==> src/rtl/button_event_ctrl.sv <==
// Button event generator: per-button press/release/long/repeat detection with one-deep
// pending slots, merged into a single valid/ready stream by a round-robin arbiter.
module button_event_ctrl #(
  parameter int N            = 4,
  parameter int TICK_DIV     = 12000,
  parameter int LONG_TICKS   = 500,
  parameter int REPEAT_TICKS = 100,
  localparam int IDW         = (N > 1) ? $clog2(N) : 1
) (
  input  logic           clk,
  input  logic           reset,
  input  logic [N-1:0]   btn,
  output logic           ev_valid,
  input  logic           ev_ready,
  output logic [IDW-1:0] ev_id,
  output logic [1:0]     ev_kind,
  output logic           ovf
);

  localparam int PW   = (TICK_DIV > 1) ? $clog2(TICK_DIV) : 1;
  localparam int MAXT = (LONG_TICKS > REPEAT_TICKS) ? LONG_TICKS : REPEAT_TICKS;
  localparam int CW   = $clog2(MAXT + 1);

  localparam logic [1:0] KIND_PRESS   = 2'd0;
  localparam logic [1:0] KIND_RELEASE = 2'd1;
  localparam logic [1:0] KIND_LONG    = 2'd2;
  localparam logic [1:0] KIND_REPEAT  = 2'd3;

  typedef enum logic [1:0] {IDLE, HELD, RPT} state_t;

  logic [PW-1:0]  presc;
  logic           tick;
  logic [N-1:0]   btn_q;
  logic [N-1:0]   pend_v;
  logic [1:0]     pend_k [N];
  logic [N-1:0]   drop;
  logic [N-1:0]   gnt;
  logic           load;
  logic           gnt_any;
  logic [IDW-1:0] gnt_id;
  logic [IDW-1:0] idx;
  logic [IDW-1:0] rr;

  assign tick = (presc == PW'(TICK_DIV - 1));
  assign load = ~ev_valid | ev_ready;

  always_ff @(posedge clk or negedge reset) begin
    if (!reset) begin
      presc <= '0;
      btn_q <= '0;
      ovf   <= 1'b0;
    end else begin
      presc <= tick ? '0 : presc + 1'b1;
      btn_q <= btn;
      if (|drop) ovf <= 1'b1;
    end
  end

  generate
    for (genvar gi = 0; gi < N; gi++) begin : g_btn
      state_t        state;
      logic [CW-1:0] cnt;
      logic [CW-1:0] cnt_inc;
      logic          emit;
      logic [1:0]    ekind;
      logic          slot_v;
      logic [1:0]    slot_k;

      assign cnt_inc     = cnt + 1'b1;
      assign pend_v[gi]  = slot_v;
      assign pend_k[gi]  = slot_k;
      assign drop[gi]    = emit & slot_v & ~gnt[gi];

      // Release wins over a coincident tick, so a long/repeat never follows the drop of btn.
      always_comb begin
        emit  = 1'b0;
        ekind = KIND_PRESS;
        case (state)
          IDLE: emit = btn[gi] & ~btn_q[gi];
          HELD: begin
            if (!btn[gi]) begin
              emit  = 1'b1;
              ekind = KIND_RELEASE;
            end else if (tick && cnt_inc == CW'(LONG_TICKS)) begin
              emit  = 1'b1;
              ekind = KIND_LONG;
            end
          end
          RPT: begin
            if (!btn[gi]) begin
              emit  = 1'b1;
              ekind = KIND_RELEASE;
            end else if (tick && cnt_inc == CW'(REPEAT_TICKS)) begin
              emit  = 1'b1;
              ekind = KIND_REPEAT;
            end
          end
          default: emit = 1'b0;
        endcase
      end

      always_ff @(posedge clk or negedge reset) begin
        if (!reset) begin
          state  <= IDLE;
          cnt    <= '0;
          slot_v <= 1'b0;
          slot_k <= KIND_PRESS;
        end else begin
          case (state)
            IDLE: if (btn[gi] && !btn_q[gi]) begin
              state <= HELD;
              cnt   <= '0;
            end
            HELD: begin
              if (!btn[gi]) state <= IDLE;
              else if (tick) begin
                if (cnt_inc == CW'(LONG_TICKS)) begin
                  state <= RPT;
                  cnt   <= '0;
                end else cnt <= cnt_inc;
              end
            end
            RPT: begin
              if (!btn[gi]) state <= IDLE;
              else if (tick) cnt <= (cnt_inc == CW'(REPEAT_TICKS)) ? '0 : cnt_inc;
            end
            default: state <= IDLE;
          endcase
          // A slot being granted this cycle frees up in time to take the new event.
          if (emit && (!slot_v || gnt[gi])) begin
            slot_v <= 1'b1;
            slot_k <= ekind;
          end else if (gnt[gi]) begin
            slot_v <= 1'b0;
          end
        end
      end
    end
  endgenerate

  // Scan from farthest to nearest so the first pending slot at/after rr wins.
  always_comb begin
    gnt_any = 1'b0;
    gnt_id  = '0;
    idx     = '0;
    for (int j = N - 1; j >= 0; j--) begin
      idx = IDW'((int'(rr) + j) % N);
      if (pend_v[idx]) begin
        gnt_any = 1'b1;
        gnt_id  = idx;
      end
    end
    gnt = '0;
    if (load && gnt_any) gnt[gnt_id] = 1'b1;
  end

  always_ff @(posedge clk or negedge reset) begin
    if (!reset) begin
      ev_valid <= 1'b0;
      ev_id    <= '0;
      ev_kind  <= KIND_PRESS;
      rr       <= '0;
    end else if (load) begin
      if (gnt_any) begin
        ev_valid <= 1'b1;
        ev_id    <= gnt_id;
        ev_kind  <= pend_k[gnt_id];
        rr       <= (gnt_id == IDW'(N - 1)) ? '0 : gnt_id + 1'b1;
      end else begin
        ev_valid <= 1'b0;
      end
    end
  end

endmodule

==> config.mk <==
export PLATFORM = sky130hd
export DESIGN_NAME = button_event_ctrl
export DESIGN_NICKNAME = d
export VERILOG_FILES = /design/src/rtl/button_event_ctrl.sv
export SDC_FILE = /design/constraint.sdc
export NUM_CORES = 1
export LEC_CHECK = 0
export ABC_AREA = 0
export CAP_MARGIN = 20
export CORE_ASPECT_RATIO = 1.4
export CORE_MARGIN = 1.5
export CORE_UTILIZATION = 32
export CTS_CLUSTER_SIZE = 14
export DETAILED_ROUTE_END_ITERATION = 10
export PLACE_DENSITY = 0.45
export SYNTH_ARGS = -nofsm -noshare
export SYNTH_HDL_FRONTEND = slang
export SYNTH_SLANG_ARGS = --single-unit
==> constraint.sdc <==
create_clock -name clk -period 2.46 [get_ports clk]
set_input_delay 0.492 -clock clk [delete_from_list [all_inputs] [get_ports clk]]
set_output_delay 0.492 -clock clk [all_outputs]
set_load 0.03 [all_outputs]
==> results.md <==
* Hold Buf Count CTS at 0
* Commonest non-fill, non-tap cell in the layout: dfrtp_1
* Sink Count at 82
* Layout Nets at 721
* Critical path's largest stage delay at 590 ps
* Skew-Pair Late Insertion Delay at 350 ps
* First-pass GRT wire length at 23300 um
* Detailed-router iteration count before antenna repair at 4
* Worst EP arrival at 2590 ps
* GRT Total Usage at 0.164
* Largest area contributor in the netlist: dfrtp_1
* Max-Cap Viols at 0
* Worst Tran Pin Value at 574 ps
* Die Height at 158 um
* Area delta synth->final at 18.9%
* Yosys warns at 0
* Die X at 114 um
* TritonCTS buffer count at 9
* Peak VDD IR at 354 uV
* CP Buf/Inv Count at 0
* Delay-heaviest family, CP: simple AND/OR/NAND/NOR gates
* Most frequent cells in the layout: 81 x dfrtp_1, 78 x nand2_1, 52 x o21ai_0, 51 x buf_4, 40 x nor2_1
* Deepest clock path buffer count at 2
* Flops & latches, synth at 82
* Crit end category: flip-flop
* Register area share after synthesis at 0.375
* Slew margin rel. at 0.617
* Status: completed
* Final hold vios at 0
* Fraction of layout cells with a size suffix above 1 at 0.146
* Fmax at 0.423 GHz
* Initial DRC count at 203
* Routed Antenna Nets at 0
* Worst-path fanout max at 5
* Count of standard-cell rows at 56
* CP startpoint: presc[8]
* Vias in the first global route at 4917
* Die ar. at 0.0179 sq mm
* Worst Setup Start Kind: flip-flop
* Post-synth ARST share at 1.00
* IO Count at 13
* DR vias at 4755
* Top cells by area, synth: dfrtp_1 37%, ha_1 6.6%, nand2_1 5.3%
* Initial antenna violation count at 0
* H-tree Lvls at 3
* Yosys cell types at 71
* Final Core Density at 0.389
* Leakage at 0.00285 uW
* Hold WC Path Type: input port to asynchronous set/reset pin
* Dpl cell area at 0.00615 sq mm
* Largest net degree at the start of global routing at 46
* Initial Util at 0.327
* Minimum clock period at 2360 ps
* Post-route DRC at 0
* Worst hold margin at 133 ps
* Final Max Slew Viols at 0
* Routed wire length at 13800 um
* Root Buffer: clkbuf_16
* EDFF count, synth at 0
* Slowest-stage cell, CP: or4_4
* CTS tree: yes
* CTS clk-pin slew, worst paths at 60 ps
* Final HPWL DP at 10400 um
* Clk_skew at 5.64 ps
* Final worst path period share at 0.961
* P per Cell Area at 739 mW/mm^2
* Cells after Synth at 627
* Ys flop type: dfrtp_1
* GPL Wtd Cong at 0.813
* Synthesized Nets at 663
* Post-Syn Area per Cell at 8.73 sq um
* WL/cell at 15.4 um
* Synth top area share at 0.375
* Crit-path cells: or3b_1 -> or4_4 -> nor4_2 -> nor3_1 -> o31ai_1 -> o21ai_0
* Core ar. at 0.0167 sq mm
* Worst R2R Start: presc[8]
* Fin area at 0.00651 sq mm
* Final Total Pwr at 4810 uW
* Worst path required time at 2680 ps
* Final setup violation count at 0
* Grt ovf at 0
* Antenna diodes at 0
* Synth Cell Area at 0.00547 sq mm
* RSZ-0062 raised after global routing: yes
* Via density at 5.32
* Buffers on Ports at 12
* Worst Setup Path Type: flip-flop to flip-flop
[logic make-up (layout without fill, tap and decap cells)]
kind of cell	after synthesis	count (layout)	share of synthesized area
xor+xnor	21	21	0.0336
simple gates	244	244	0.230
fa+ha+maj	29	29	0.0663
buf+inv	52	115	0.0393
mux	7	7	0.0133
flops	82	82	0.375
compound gates	192	192	0.243
[cell type report]
type,count,area (sq um)
Sequential cell,82,2050
Clock buffer,14,274
Fill cell,1711,10200
Timing Repair Buffer,64,533
Tap cell,203,254
Clock inverter,2,10.0
Multi-Input combinational cell,493,3250
Inverter,35,131
[where the power goes]
group	internal (uW)	total, uW	switching [uW]
clock	765	1330	562
combinational	728	1790	1060
sequential	1540	1700	159
total	3030	4810	1780
[registers in the layout (all words and copies together), names as in the netlist]
name          flops
btn_q             4
ev_valid          1
g_btn.slot_v      4
presc            14
g_btn.slot_k      8
ev_id             2
ovf               1
g_btn.cnt        36
rr                2
g_btn.state       8
ev_kind           2
[layer usage]
metal  track usage  routed length, um
met5             0                  0
met4        0.0738                304
met3        0.0214                221
met2         0.310               7370
met1         0.180               5880
[metrics by stage]
step	TNS, ps	std cells	setup slack [ps]
5_1_grt	-34.6	893	-20.9
2_1_floorplan	0	627	223
4_1_cts	0	889	8.22
6_report	0	893	95.9
3_5_place_dp	0	873	14.1
3_3_place_gp	0	873	112
[cell usage after synthesis (all sizes together), types with 6 or more instances]
master and n:
a21boi 9, nand2b 11, a31oi 6, nor4 6
xor2 16, nor3 14, nand4 18, dfrtp 82
or3 14, o211ai 7, o22ai 8, nor2 40
and2 8, buf 7, clkbuf 10, nand3 26
inv 35, a21o 18, nand2 79, o21ai 58
and3 6, a21oi 41, ha 29
[worst paths after layout]
path | end | slack [ps] | cells past startpoint
worst max-delay path | g_btn[1].slot_k[1] | 100 | 6
worst max register to register | g_btn[1].slot_k[1] | 100 | 6
min in group clk | presc[0] | 480 | 1
worst min register to register | presc[0] | 480 | 1
max in group asynchronous | g_btn[0].cnt[2] | 1670 | 2
worst min-delay path | g_btn[2].cnt[0] | 130 | 1
[worst register-to-register path: stages, from the launching register on]
cell and delay (ps):
dfrtp_1 430, or3b_1 420, or4_4 590, nor4_2 330
nor3_1 140, o31ai_1 220, o21ai_0 120
[what timing repair did]
item / 4_1_cts / 5_1_grt
setup buffers: 0 / 4
hold endpoints to repair: 0 / 0
setup endpoints to repair: 0 / 14
gates resized for setup: 0 / 11
(Power assumes the default switching activity.)
